File: src/rtl/mux4_arb_pkg.sv
// Shared types, sizes and helpers for the 4-way round-robin packet arbiter.
package mux4_arb_pkg;

    localparam int unsigned N_REQ = 4;
    localparam int unsigned IDX_W = 2;

    typedef enum logic {
        IDLE = 1'b0,
        LOCK = 1'b1
    } state_e;

    // Result of one round-robin arbitration.
    typedef struct packed {
        logic             vld;
        logic [IDX_W-1:0] idx;
    } rr_pick_t;

    // Requester index to mux select (inverted encoding). The mapping is its
    // own inverse, so it also recovers the index from a select value.
    function automatic logic [IDX_W-1:0] idx2sel(input logic [IDX_W-1:0] idx);
        return ~idx;
    endfunction

    // First set request scanning ptr+1, ptr+2, ptr+3, ptr (mod N_REQ).
    function automatic rr_pick_t rr_pick(input logic [N_REQ-1:0] req,
                                         input logic [IDX_W-1:0] ptr);
        rr_pick_t         r;
        logic [IDX_W-1:0] c;
        r = '0;
        for (int unsigned k = 1; k <= N_REQ; k++) begin
            c = ptr + IDX_W'(k);
            if (!r.vld && req[c]) begin
                r.vld = 1'b1;
                r.idx = c;
            end
        end
        return r;
    endfunction

endpackage

File: src/rtl/mux4_dw.sv
// DW-bit 4:1 select datapath using the inverted select encoding
// (11 -> d0, 10 -> d1, 01 -> d2, 00 -> d3).
module mux4_dw #(
    parameter int unsigned DW = 2
) (
    input  logic [1:0]    sel,
    input  logic [DW-1:0] d0,
    input  logic [DW-1:0] d1,
    input  logic [DW-1:0] d2,
    input  logic [DW-1:0] d3,
    output logic [DW-1:0] y
);

    // Pure combinational lane select.
    always_comb begin
        y = '0;
        case (sel)
            2'b11:   y = d0;
            2'b10:   y = d1;
            2'b01:   y = d2;
            2'b00:   y = d3;
            default: y = '0;
        endcase
    end

endmodule

File: src/rtl/mux4_rr_arbiter.sv
// Round-robin packet arbiter sharing one 4:1 datapath among four
// valid/ready requesters; grant is held until the granted packet's last beat.
module mux4_rr_arbiter
    import mux4_arb_pkg::*;
#(
    parameter int unsigned DW = 2
) (
    input  logic             clk,
    input  logic             rst_n,
    input  logic [N_REQ-1:0] in_valid,
    input  logic [N_REQ-1:0] in_last,
    input  logic [DW-1:0]    d0,
    input  logic [DW-1:0]    d1,
    input  logic [DW-1:0]    d2,
    input  logic [DW-1:0]    d3,
    output logic [N_REQ-1:0] in_ready,
    output logic             out_valid,
    output logic [DW-1:0]    out_data,
    output logic             out_last,
    input  logic             out_ready,
    output logic [1:0]       sel,
    output logic [N_REQ-1:0] grant
);

    state_e           state_q;
    logic [N_REQ-1:0] grant_q;
    logic [IDX_W-1:0] sel_q;
    logic [IDX_W-1:0] ptr_q;

    logic [IDX_W-1:0] gidx;
    rr_pick_t         pick;
    logic             lock;
    logic             cur_valid;
    logic             cur_last;
    logic             xfer;
    logic [DW-1:0]    mux_y;

    // Shared data lane select driven by the registered select.
    mux4_dw #(.DW(DW)) u_mux (
        .sel (sel_q),
        .d0  (d0),
        .d1  (d1),
        .d2  (d2),
        .d3  (d3),
        .y   (mux_y)
    );

    // Handshake steering derived from the registered grant/select; no data registers.
    always_comb begin
        gidx      = idx2sel(sel_q);
        pick      = rr_pick(in_valid, ptr_q);
        lock      = (state_q == LOCK);
        cur_valid = in_valid[gidx];
        cur_last  = in_last[gidx];
        xfer      = lock && cur_valid && out_ready;
        out_valid = lock && cur_valid;
        out_last  = lock && cur_valid && cur_last;
        out_data  = lock ? mux_y : '0;
        in_ready  = (lock && out_ready) ? grant_q : '0;
    end

    // Arbitration FSM: arbitrate in IDLE, hold the grant in LOCK until the last beat.
    always_ff @(posedge clk or negedge rst_n) begin
        if (!rst_n) begin
            state_q <= IDLE;
            grant_q <= '0;
            sel_q   <= 2'b11;
            ptr_q   <= 2'd3;
        end else begin
            case (state_q)
                IDLE: begin
                    if (pick.vld) begin
                        grant_q <= N_REQ'(1) << pick.idx;
                        sel_q   <= idx2sel(pick.idx);
                        state_q <= LOCK;
                    end
                end
                LOCK: begin
                    if (xfer && cur_last) begin
                        ptr_q   <= gidx;
                        grant_q <= '0;
                        state_q <= IDLE;
                    end
                end
                default: begin
                    grant_q <= '0;
                    state_q <= IDLE;
                end
            endcase
        end
    end

    assign grant = grant_q;
    assign sel   = sel_q;

    // Structural invariants of the grant/select/ready relationship.
    a_grant_onehot0: assert property (@(posedge clk) disable iff (!rst_n)
        $onehot0(grant_q));
    a_sel_matches: assert property (@(posedge clk) disable iff (!rst_n)
        (grant_q != '0) |-> (grant_q == (N_REQ'(1) << idx2sel(sel_q))));
    a_ready_subset: assert property (@(posedge clk) disable iff (!rst_n)
        ((in_ready & ~grant_q) == '0));
    a_no_idle_xfer: assert property (@(posedge clk) disable iff (!rst_n)
        (state_q == IDLE) |-> (in_ready == '0));

endmodule

File: config.mk
export PLATFORM = sky130hd
export DESIGN_NAME = mux4_rr_arbiter
export DESIGN_NICKNAME = d
export VERILOG_FILES = /design/src/rtl/mux4_arb_pkg.sv /design/src/rtl/mux4_dw.sv /design/src/rtl/mux4_rr_arbiter.sv
export SDC_FILE = /design/constraint.sdc
export NUM_CORES = 1
export LEC_CHECK = 0
export CAP_MARGIN = 10
export CORE_MARGIN = 2
export CORE_UTILIZATION = 34
export CTS_CLUSTER_DIAMETER = 50
export DETAILED_ROUTE_END_ITERATION = 8
export PLACE_DENSITY = 0.85
export SLEW_MARGIN = 10
export SYNTH_ARGS = -nofsm -noshare
export SYNTH_HDL_FRONTEND = slang
export SYNTH_SLANG_ARGS = --single-unit
File: constraint.sdc
create_clock -name clk -period 1.63 [get_ports clk]
set_input_delay 0.326 -clock clk [delete_from_list [all_inputs] [get_ports clk]]
set_output_delay 0.326 -clock clk [all_outputs]
set_load 0.02 [all_outputs]
==> summary.md <==
| Metric | Value |
|---|---|
| Die area | `0.002223 mm^2` |
| Die height | `47.15 um` |
| P per Cell Area | `1687 mW/mm^2` |
| Via Count | `655` |
| Syn-to-layout area delta | `75.89%` |
| Req. time, crit path | `1.30 ns` |
| Status | `finished with violations` |
| Share of cells above drive strength 1 | `0.4038` |
| Slew margin rel. | `0.7298` |
| Tightest Hold Check Type | `in2async` |
| Synthesized area per cell | `11.31 um^2` |
| CP Max Fanout | `3` |
| DR iter-0 viols | `25` |
| Pre-antenna DRT Iters | `4` |
| Crit Path Class | `reg2out` |
| Cell variety after synth | `29` |
| ANT nets after route | `0` |
| # hold bufs at CTS | `0` |
| Worst skew pair latency | `0.27 ns` |
| Slew Viols, Final | `0` |
| Synth area leaders | `dfrtp_1, dfstp_2, mux4_1, mux4_2, a22o_1` |
| CTS tree | `yes` |
| Worst Setup End Kind | `primary output` |
| Buffers on Ports | `32` |
| CP Launch Type | `flip-flop` |
| N_diodes | `0` |
| Reg clk slew, reported paths | `0.07 ns` |
| Max Cap Viol | `0` |
| RSZ-0062 raised after global routing | `true` |
| Hold Slack | `0.3467 ns` |
| R2r startpoint | `sel[0]$_DFFE_PN1P_` |
| Failing checks | `setup timing` |
| Core Region | `0.001745 mm^2` |
| Filler cell count | `157` |
| #FFs+latches synth | `9` |
| Ports | `33` |
| First-pass GRT wire length | `2835 um` |
| Worst Max-Slew Pin Slew | `0.4040 ns` |
| Synth Net Count | `75` |
| Mapped Cells | `56` |
| GRT Total Usage | `0.1900` |
| Synth warn | `0` |
| R2r endpoint | `grant[1]$_DFFE_PN0P_` |
| Final Util | `0.6380` |
| Sequential element share of the synthesized area | `0.3636` |
| Max frequency | `483.3 MHz` |
| Nets | `124` |
| Initial Utilization | `0.3627` |
| Count of flip-flops with a built-in enable after synthesis | `0` |
| Top cell type's share of synthesized area | `0.1976` |
| FP Rows | `15` |
| CTS Buffer Depth | `2` |
| Final worst path period need | `2.069 ns` |
| Wire per inst | `13.56 um` |
| Vias per cell | `5.078` |
| Final Wtd Congestion | `0.7246` |
| Overflow after GRT | `0` |
| Final worst slack | `-0.4393 ns` |
| Die W | `47.15 um` |
| Max VDD drop | `0.0008132 V` |
| Top_reg_cell synth | `dfrtp_1` |
| H-tree depth | `1` |
| Mapped Area | `633.1 um^2` |
| Post-synth top area cell | `dfrtp_1` |
| Final period util | `1.269` |
| Fraction of registers with async set/reset | `1.000` |
| Total Wirelength | `1749 um` |
| Number of global-route vias before repair | `660` |
| Static Leak | `0.5135 nW` |
| Total CTS buffers | `3` |
| Worst EP arrival | `1.74 ns` |
| R2R Setup Slk | `-0.14 ns` |
| DP HPWL | `1302 um` |
| Largest net degree at the start of global routing | `10` |
| CTS sink count | `9` |
| Final setup vio count | `11` |
| Initial antenna violation count | `0` |
| Worst reg2reg path depth | `6` |
| Final Skew | `0.009514 ns` |
| Root Buffer | `clkbuf_4` |
| Final Hold Fails | `0` |
| # DRC | `0` |
[layer usage]
metal	GRT usage	up-vias	part of all wire
li1	-	308	-
met1	0.2153	300	0.39
met2	0.3315	39	0.50
met3	0.05385	8	0.083
met4	0.08333	0	0.031
met5	0	-	0
[report_power, final]
group	internal, mW	switching, mW
Sequential	0.360	0.130
Combinational	0.683	0.526
Clock	0.0946	0.0848
Total	1.14	0.741
[synth_stat cells (2+ instances only)]
cell / number
dfstp_2: 4
clkbuf_1: 2
and2_1: 3
nand2_1: 3
o21ai_0: 2
mux4_2: 2
nor3_1: 2
and3_1: 4
mux4_1: 2
nor2_1: 5
dfrtp_1: 5
nand2b_1: 2
a22o_1: 4
[critical path, cell delays in order, from the launching register on]
cell	delay (ns)
dfstp_2	0.54
buf_6	0.11
mux4_2	0.52
and3_4	0.19
buf_6	0.12
[what timing repair did]
item	in CTS	in global routing
setup buffers	2	0
endpoints found under the setup margin	17	13
gates resized for setup	36	4
pin swaps	2	1
[flip-flops by register name, summed over array words and instances, names as in the netlist]
signal / count
sel: 2
grant: 4
lock: 1
ptr_q: 2
[through the flow]
stage | TNS (ns) | worst slack [ns] | total power, mW | cells | area (um^2)
finish | -2.484 | -0.4393 | 1.879 | 129 | 1114
global placement | -5.475 | -0.6597 | 1.645 | 123 | 1074
global route | -3.211 | -0.4928 | 1.998 | 129 | 1114
detailed placement | -5.632 | -0.6568 | 1.674 | 123 | 1074
CTS | -2.570 | -0.4570 | 1.872 | 129 | 1102
floorplan | -0.9217 | -0.1694 | 1.163 | 56 | 643.1
[how the worst max path moves through the flow]
stage / from / end / cells after the start
final: sel[0]$_DFFE_PN1P_ / out_last / 4
after global routing: sel[0]$_DFFE_PN1P_ / out_data[1] / 4
after CTS: sel[0]$_DFFE_PN1P_ / out_last / 4
after detailed placement: in_valid[0] / out_valid / 4
after global placement: in_valid[0] / out_last / 4
after floorplan: sel[0]$_DFFE_PN1P_ / out_last / 3
[cells in the final DEF, fill, tap and decap left out, drive strengths merged, types with 2 or more instances in the layout]
| master | n |
|---|---|
| clkdlybuf4s50 | 20 |
| buf | 19 |
| nor2 | 5 |
| dlygate4sd2 | 5 |
| and3 | 5 |
| dfrtp | 5 |
| mux4 | 4 |
| a22o | 4 |
| dfstp | 4 |
| and2 | 4 |
| clkbuf | 4 |
| nand2 | 3 |
| nand2b | 2 |
| nor3 | 2 |
| o21ai | 2 |
| clkdlybuf4s15 | 2 |
[cell type report]
type                       count  area (um^2)  area share
sequential                     9        231.5      0.2079
timing repair buffer          47        430.4      0.3865
multi-input combinational     43        390.4      0.3506
inverter                       1        3.754    0.003371
clock buffer                   4        26.28     0.02360
tap                           25        31.28     0.02809
[logic make-up (layout without fill, tap and decap cells)]
kind of cell	after synthesis	count (layout)	share of synthesized area
muxes	6	6	0.1877
DFF	9	9	0.3636
and+or+nand+nor	26	26	0.2767
buffers and inverters	4	52	0.03557
AOI/OAI and AO/OA	11	11	0.1364
Power figures use the tool's default switching activity.
